$ cat src/rtl/hazard_stall_ctrl.sv
// Load-use / branch-in-ID hazard controller with a programmable-length stall counter,
// memory-busy freeze, taken-branch IF/ID flush and a saturating stall-event counter.
module hazard_stall_ctrl #(
    parameter int unsigned REG_W    = 5,
    parameter int unsigned MEM_LAT  = 1,
    parameter int unsigned BR_IN_ID = 1,
    parameter int unsigned CNT_W    = 16
) (
    input  logic             clk,
    input  logic             rst_n,
    input  logic [REG_W-1:0] ifid_rs,
    input  logic [REG_W-1:0] ifid_rt,
    input  logic             ifid_uses_rt,
    input  logic             ifid_branch,
    input  logic             br_taken,
    input  logic             idex_mem_read,
    input  logic             idex_reg_write,
    input  logic [REG_W-1:0] idex_dst,
    input  logic             exmem_mem_read,
    input  logic [REG_W-1:0] exmem_dst,
    input  logic             mem_busy,
    output logic             pc_wr,
    output logic             ifid_wr,
    output logic             id_bubble,
    output logic             ifid_flush,
    output logic             pipe_freeze,
    output logic [2:0]       stall_cnt,
    output logic [CNT_W-1:0] stall_events
);

    localparam logic [3:0] LatN   = 4'(MEM_LAT);
    localparam logic [3:0] LatP1  = 4'(MEM_LAT + 1);
    localparam bit         BrInId = (BR_IN_ID != 0);

    logic             match_ex;
    logic             match_mem;
    logic [3:0]       need;
    logic             stalling;
    logic [2:0]       cnt_d, cnt_q;
    logic [CNT_W-1:0] ev_d, ev_q;

    // Register 0 is hard-wired, so it never creates a dependency.
    assign match_ex  = (idex_dst != '0) &&
                       ((idex_dst == ifid_rs) || (ifid_uses_rt && (idex_dst == ifid_rt)));
    assign match_mem = (exmem_dst != '0) &&
                       ((exmem_dst == ifid_rs) || (ifid_uses_rt && (exmem_dst == ifid_rt)));

    always_comb begin
        need = '0;
        if (idex_mem_read && match_ex) begin
            need = LatN;
        end
        if (BrInId && ifid_branch) begin
            if (idex_reg_write && !idex_mem_read && match_ex && (need < 4'd1)) begin
                need = 4'd1;
            end
            if (idex_mem_read && match_ex) begin
                need = LatP1;
            end
            if (exmem_mem_read && match_mem && (need < LatN)) begin
                need = LatN;
            end
        end
    end

    // An active countdown ignores fresh detection until it expires.
    assign stalling = (cnt_q != 3'd0) || (need != 4'd0);

    always_comb begin
        pc_wr       = 1'b0;
        ifid_wr     = 1'b0;
        id_bubble   = 1'b0;
        ifid_flush  = 1'b0;
        pipe_freeze = 1'b0;
        if (!rst_n) begin
            id_bubble = 1'b1;
        end else if (mem_busy) begin
            pipe_freeze = 1'b1;
        end else if (stalling) begin
            id_bubble = 1'b1;
        end else begin
            pc_wr      = 1'b1;
            ifid_wr    = 1'b1;
            ifid_flush = ifid_branch && br_taken;
        end
    end

    always_comb begin
        cnt_d = cnt_q;
        if (!mem_busy) begin
            if (cnt_q != 3'd0) begin
                cnt_d = cnt_q - 3'd1;
            end else if (need != 4'd0) begin
                cnt_d = 3'(need - 4'd1);
            end
        end
    end

    always_comb begin
        ev_d = ev_q;
        if (id_bubble && (ev_q != '1)) begin
            ev_d = ev_q + 1'b1;
        end
    end

    always_ff @(posedge clk or negedge rst_n) begin
        if (!rst_n) begin
            cnt_q <= '0;
            ev_q  <= '0;
        end else begin
            cnt_q <= cnt_d;
            ev_q  <= ev_d;
        end
    end

    assign stall_cnt    = cnt_q;
    assign stall_events = ev_q;

endmodule

$ cat config.mk
export PLATFORM = sky130hd
export DESIGN_NAME = hazard_stall_ctrl
export DESIGN_NICKNAME = d
export VERILOG_FILES = /design/src/rtl/hazard_stall_ctrl.sv
export SDC_FILE = /design/constraint.sdc
export NUM_CORES = 1
export LEC_CHECK = 0
export CORE_MARGIN = 2
export CORE_UTILIZATION = 45
export DETAILED_ROUTE_END_ITERATION = 7
export GPL_ROUTABILITY_DRIVEN = 1
export PLACE_DENSITY = 0.83
export REMOVE_ABC_BUFFERS = 1
export SETUP_SLACK_MARGIN = 0.3
export SYNTH_ARGS = -nofsm -noshare
export SYNTH_HDL_FRONTEND = slang
export SYNTH_SLANG_ARGS = --single-unit
$ cat constraint.sdc
create_clock -name clk -period 4.65 [get_ports clk]
set_clock_uncertainty 0.2 [all_clocks]
set_input_delay 0.93 -clock clk [delete_from_list [all_inputs] [get_ports clk]]
set_output_delay 0.93 -clock clk [all_outputs]
set_load 0.05 [all_outputs]
==> impl_metrics.env, run 1 <==
export IMPL_status="complete, no violations"
export IMPL_insertion_delay_ps=300
export IMPL_numPortBuffers=52
export IMPL_fmax_ghz=0.2338
export IMPL_cts_made_buffers=3
export IMPL_avgSynthCellArea_sq_um=9.801
export IMPL_ctsHoldBuffers=0
export IMPL_worst_path_max_fanout=4
export IMPL_die_h_microns=56.39
export IMPL_cts_htree_levels=1
export IMPL_coreArea_sq_um=2545
export IMPL_synthFlopType="dfrtp_1"
export IMPL_syn_area_sq_um=1235
export IMPL_wl_microns=3279
export IMPL_drv_slew=0
export IMPL_power_density_nw_per_um2=442.8
export IMPL_grt_setup_unrepaired="no"
export IMPL_worstPathRequired_ps=3520
export IMPL_rows=18
export IMPL_setup_violations=0
export IMPL_drc=0
export IMPL_ys_ff_latch=19
export IMPL_p_int_w=0.0004264
export IMPL_grtUsageTotal_pct=20.47
export IMPL_n_antenna_cell=0
export IMPL_clkPwrFrac_pct=10.4
export IMPL_overflow=0
export IMPL_ys_warn_count=0
export IMPL_clk_path_buf_depth=2
export IMPL_areaGrowthSynthToFinish_pct=50.76
export IMPL_grt_pass1_wl_microns=5202
export IMPL_pwr_share_seq_pct=31.5
export IMPL_relSlewSlack_pct=54.50
export IMPL_min_path_type="reg2reg"
export IMPL_drt_pass1_iterations=4
export IMPL_drt_iter0_markers=15
export IMPL_fin_crit_sh_pct=91.99
export IMPL_period_needed_ps=4278
export IMPL_num_fill_cells=169
export IMPL_reg2reg_from="stall_events[4]"
export IMPL_sw_frac_of_total_pct=48.28
export IMPL_num_vias=1236
export IMPL_yosysUniqueCellTypes=30
export IMPL_leakagePower_nw=0.7680
export IMPL_io_pins=53
export IMPL_hold_violations=0
export IMPL_syn_inst=126
export IMPL_start_util_pct=48.53
export IMPL_holdWs_ps=307.7
export IMPL_wl_per_cell_microns=15.61
export IMPL_cts_root_buffer="clkbuf_4"
export IMPL_cts_sinks=19
export IMPL_drtAntennaViolNets=0
export IMPL_yosysSeqAreaShare_pct=38.50
export IMPL_drt_vias_per_instance=5.886
export IMPL_irDropWorstVdd_mv=0.3797
export IMPL_dieArea_sq_um=3179
export IMPL_max_cap_viol_count=0
export IMPL_antenna_found_initial=0
export IMPL_drive_above_1_share_pct=9.444
export IMPL_cp_startpoint="exmem_dst[1]"
export IMPL_tightest_slew_ps=682.6
export IMPL_worstPathArrival_ps=3150
export IMPL_min_delay_start="stall_events[7]"
export IMPL_crit_type="in2out"
export IMPL_dp_hpwl_microns=2641
export IMPL_cts_clk_slew_worst_paths_ps=100
export IMPL_synth_edf_count=0
export IMPL_final_nets=212
export IMPL_multi_input_area_sq_um=730.7
export IMPL_grt_pass1_vias=1192
export IMPL_fin_cells=210
export IMPL_ys_async_sr_fraction_pct=100.0
export IMPL_gp_congestion=0.8015
export IMPL_die_w_microns=56.39
export IMPL_cp_end_kind="output pin"
export IMPL_comb_power_share_pct=58.1
export IMPL_critPathLaunchType="primary input"
export IMPL_regArea_sq_um=475.5
export IMPL_grt_max_degree=16
export IMPL_cts_tree="done"
export IMPL_dp_cells=205
export IMPL_power_switching_w=0.0003980
-- critical path, cell delays in order --
cell and delay, ps:
clkdlybuf4s50_1 490, or4_1 560, o211ai_1 180, o32a_1 280, nand2_2 120, nor3b_2 230
and3_4 220, buf_12 130
-- path summary, 6_finish.rpt --
kind                       slack (ps)               end  depth (start not counted)
min in group asynchronous         730  stall_events[12]                          1
hold reg to reg                   310   stall_events[7]                          1
setup / recovery                  370        ifid_flush                          8
setup reg to reg                 2270   stall_events[1]                          6
hold / removal                    310   stall_events[7]                          1
max in group asynchronous        2950  stall_events[13]                          2
-- cell families after synthesis --
family / share of synthesized area, %
compound gates: 9.221
xor+xnor: 24.11
fa+ha+maj: 2.026
buf+inv: 3.343
flops: 38.50
mux: 1.824
simple gates: 20.97
-- routing by layer --
metal | global-route usage, % | part of all wire, % | routed length [microns]
met1 | 22.13 | 38 | 1233
met2 | 37.82 | 51 | 1677
met3 | 3.687 | 8.1 | 264
met4 | 10.20 | 3.2 | 104
met5 | 0 | 0 | 0
-- synth_stat cells, drive strengths merged, types with 2 or more instances --
cell	number	area, sq um
o21ai	3	15.01
mux2	2	22.52
xnor2	15	131.4
nand4	10	62.56
nor3b	2	15.01
nor4	2	12.51
a21oi	3	15.01
or4	2	15.01
nand3	3	15.01
inv	3	11.26
clkbuf	3	11.26
xor2	19	166.4
a32oi	2	17.52
nor2	6	22.52
nand2	7	26.28
ha	2	25.02
dfrtp	19	475.5
and3	8	50.05
buf	2	18.77
nor3	4	20.02
-- stage by stage --
step / util, % / total power, W / TNS [ps] / instance area [sq um] / setup slack [ps]
4_1_cts: 72.57 / 0.0008221 / 0 / 1847 / 341.9
5_1_grt: 73.16 / 0.0008686 / 0 / 1862 / 259.7
2_1_floorplan: - / 0.0005509 / -2866 / 1205 / -1425
3_5_place_dp: 71.34 / 0.0007370 / 0 / 1815 / 308.7
3_3_place_gp: 71.34 / 0.0007212 / 0 / 1815 / 351.5
6_report: 73.16 / 0.0008245 / 0 / 1862 / 372.3
-- power by group through the flow --
stage	clock, W	combinational [W]	sequential [W]
5_1_grt	0.0000923	0.000508	0.000268
4_1_cts	0.0000857	0.000477	0.000259
6_report	0.0000859	0.000479	0.000260
3_5_place_dp	0	0.000474	0.000263
3_3_place_gp	0	0.000463	0.000258
2_1_floorplan	0	0.000151	0.000400
-- cell type report --
class | count | area share (%)
clock buffers | 4 | 1.411
well taps | 30 | 2.016
inverters | 3 | 0.6048
repair buffers | 55 | 31.18
flip-flops and latches | 19 | 25.54
multi-input cells | 99 | 39.25
-- what timing repair did --
item,CTS,global route
endpoints found under the hold margin,0,0
setup endpoints to repair,1,2
pin swaps,0,1
resized for setup,1,2
setup buffers,0,1
-- layout by cell type, fill, tap and decap left out --
cell type,instances
nor3b_2,1
a41oi_1,1
a311oi_4,1
clkbuf_1,1
inv_1,3
clkdlybuf4s50_1,47
a21o_1,1
nand2_2,1
nor3b_1,1
buf_12,4
o211ai_1,1
xor2_1,19
nand3_1,3
nand2b_1,1
mux2_2,2
nand3b_1,1
nand4_1,10
or4_1,2
buf_4,4
xnor2_1,15
nor3_1,4
a31oi_1,1
and2_1,1
nand2_1,6
and3_4,1
ha_1,2
a21oi_1,3
o21ai_0,3
a32oi_1,2
nor2_1,6
dfrtp_1,19
o32a_1,1
nor4_1,2
clkbuf_4,3
and3_1,7
-- state kept, by name, summed over array words and instances, names as in the netlist --
signal / flops
stall_events: 16
stall_cnt: 3
No activity file was read; power rests on OpenSTA's default activity.
==> run 2: changes to the inputs <==
--- a/config.mk
+++ b/config.mk
@@ -7,6 +7,7 @@
 export LEC_CHECK = 0
 export CORE_MARGIN = 2
 export CORE_UTILIZATION = 45
+export CTS_CLUSTER_SIZE = 14
 export DETAILED_ROUTE_END_ITERATION = 7
 export GPL_ROUTABILITY_DRIVEN = 1
 export PLACE_DENSITY = 0.83
==> results of run 2 <==
The final DEF is identical to that of run 1; final timing and power are the same.
==> run 3: changes to the inputs <==
--- a/config.mk
+++ b/config.mk
@@ -6,11 +6,11 @@
 export NUM_CORES = 1
 export LEC_CHECK = 0
 export CORE_MARGIN = 2
-export CORE_UTILIZATION = 45
+export CORE_UTILIZATION = 42
 export CTS_CLUSTER_SIZE = 14
 export DETAILED_ROUTE_END_ITERATION = 7
 export GPL_ROUTABILITY_DRIVEN = 1
-export PLACE_DENSITY = 0.83
+export PLACE_DENSITY = 0.79
 export REMOVE_ABC_BUFFERS = 1
 export SETUP_SLACK_MARGIN = 0.3
 export SYNTH_ARGS = -nofsm -noshare
==> constraint.sdc (replaced) <==
create_clock -name clk -period 3.95 [get_ports clk]
set_clock_uncertainty 0.2 [all_clocks]
set_input_delay 0.79 -clock clk [delete_from_list [all_inputs] [get_ports clk]]
set_output_delay 0.79 -clock clk [all_outputs]
set_load 0.05 [all_outputs]
==> impl_metrics.env, run 3 (synthesis gave the netlist of run 1 again) <==
export IMPL_status="complete, no violations"
export IMPL_drt_pass1_iterations=4
export IMPL_wl_per_cell_microns=14.87
export IMPL_place_ws_ps=80.31
export IMPL_n_antenna_cell=0
export IMPL_dieArea_sq_um=3390
export IMPL_antenna_found_initial=0
export IMPL_cts_htree_levels=1
export IMPL_insertion_delay_ps=300
export IMPL_worstHoldEndpoint="stall_events[7]"
export IMPL_grtUsageTotal_pct=21.22
export IMPL_rows=19
export IMPL_drc=0
export IMPL_worstPathRequired_ps=2960
export IMPL_cts_sinks=19
export IMPL_hold_depth=1
export IMPL_final_nets=219
export IMPL_r2r_end="stall_events[1]"
export IMPL_start_util_pct=44.40
export IMPL_dp_cells=211
export IMPL_die_h_microns=58.23
export IMPL_io_pins=53
export IMPL_irDropWorstVdd_mv=0.6145
export IMPL_fin_ws_ps=367.3
export IMPL_drtAntennaViolNets=0
export IMPL_fin_crit_sh_pct=90.70
export IMPL_setup_violations=0
export IMPL_fmax_ghz=0.2791
export IMPL_drv_slew=0
export IMPL_layout_common_cells="27 x clkdlybuf4s50_1, 19 x xor2_1, 19 x dfrtp_1"
export IMPL_critical_path_max_stage_delay_ps=390
export IMPL_grt_max_degree=17
export IMPL_final_common_cell="clkdlybuf4s50_1"
export IMPL_worst_path_max_fanout=3
export IMPL_rrSetupSlack_ps=1700
export IMPL_grt_pass1_wl_microns=5444
export IMPL_clk_path_buf_depth=2
export IMPL_path_cells="clkdlybuf4s15_1 > xor2_1 > nor4_1 > a32oi_1 > o32a_1 > nand2_2 > buf_6 > nand2b_1 > nand2_2 > buf_12"
export IMPL_final_util_pct=68.92
export IMPL_min_path_type="reg2reg"
export IMPL_r2r_cells=7
export IMPL_power_density_nw_per_um2=521.2
export IMPL_areaGrowthSynthToFinish_pct=55.22
export IMPL_overflow=0
export IMPL_critical_path_top_delay_family="compound AO/OA/AOI/OAI gates"
export IMPL_wl_microns=3242
export IMPL_cts_clk_slew_worst_paths_ps=110
export IMPL_grt_pass1_vias=1224
export IMPL_tightest_slew_ps=665.4
export IMPL_fin_cells=218
export IMPL_dp_hpwl_microns=2507
export IMPL_largest_register_ffs=16
export IMPL_path_common_cell="nand2_2"
export IMPL_drt_vias_per_instance=5.541
export IMPL_coreArea_sq_um=2781
export IMPL_crit_path_top_delay_cell="o32a_1"
export IMPL_numPortBuffers=52
export IMPL_cts_root_buffer="clkbuf_4"
export IMPL_cp_end_kind="output pin"
export IMPL_drive_above_1_share_pct=16.58
export IMPL_p_total_w=0.0009991
export IMPL_max_cap_viol_count=0
export IMPL_fin_setup_tns_ps=0
export IMPL_path_depth=10
export IMPL_gp_congestion=0.7700
export IMPL_hold_violations=0
export IMPL_path_buf_inv=3
export IMPL_min_delay_start="stall_events[7]"
export IMPL_critPathLaunchType="primary input"
export IMPL_cts_tree="done"
export IMPL_die_w_microns=58.23
export IMPL_reg2reg_from="stall_events[3]"
export IMPL_cts_made_buffers=3
export IMPL_drt_iter0_markers=30
export IMPL_leakagePower_nw=0.8490
export IMPL_worstPathArrival_ps=2590
export IMPL_crit_type="in2out"
export IMPL_grt_setup_unrepaired="yes"
export IMPL_period_needed_ps=3583
export IMPL_ctsHoldBuffers=0
export IMPL_relSlewSlack_pct=55.30
export IMPL_num_vias=1208
[run 3: repair_timing]
action / 4_1_cts / 5_1_grt
buffers inserted: 1 / 2
pin swaps: 9 / 7
gates resized for setup: 22 / 17
endpoints found under the setup margin: 4 / 4
hold endpoints to repair: 0 / 0
[run 3: final cells by class]
type                    count  area [sq um]
flip-flops and latches     19         475.5
multi-input cells          99         739.5
well taps                  31         38.79
repair buffers             62         625.6
inverters                   3         11.26
clock buffers               4         26.28
fillers                   218         864.6
[run 3: metrics by stage]
| step | area [sq um] | hold WS [ps] |
|---|---|---|
| after CTS | 1898 | 315.7 |
| after floorplan | 1205 | 294.4 |
| after global routing | 1917 | 337.8 |
| after global placement | 1867 | 274.1 |
| after detailed placement | 1867 | 300.5 |
| final | 1917 | 311.3 |
[run 3: power breakdown]
part / total, W / switching, W / internal (W)
combinational: 0.000595 / 0.000352 / 0.000243
sequential: 0.000304 / 0.0000588 / 0.000245
clock: 0.000100 / 0.0000611 / 0.0000394
total: 0.000999 / 0.000472 / 0.000527
[run 3: worst max path at each step]
stage                  to  slack [ps]         start
6_report        id_bubble         370    ifid_rt[1]
4_1_cts        ifid_flush         310    ifid_rs[4]
3_5_place_dp    id_bubble          80   idex_dst[2]
3_3_place_gp   ifid_flush         130   idex_dst[1]
5_1_grt        ifid_flush         290   idex_dst[3]
2_1_floorplan  ifid_flush       -1840  exmem_dst[1]
[run 3: layer usage]
metal,vias to the layer above,part of all wire (%),wire length (microns),GRT usage [%]
li1,571,-,-,-
met1,572,40,1283,24.19
met2,55,50,1622,37.66
met3,10,6.4,206,2.455
met4,0,4.0,129,12.96
met5,-,0,0,0
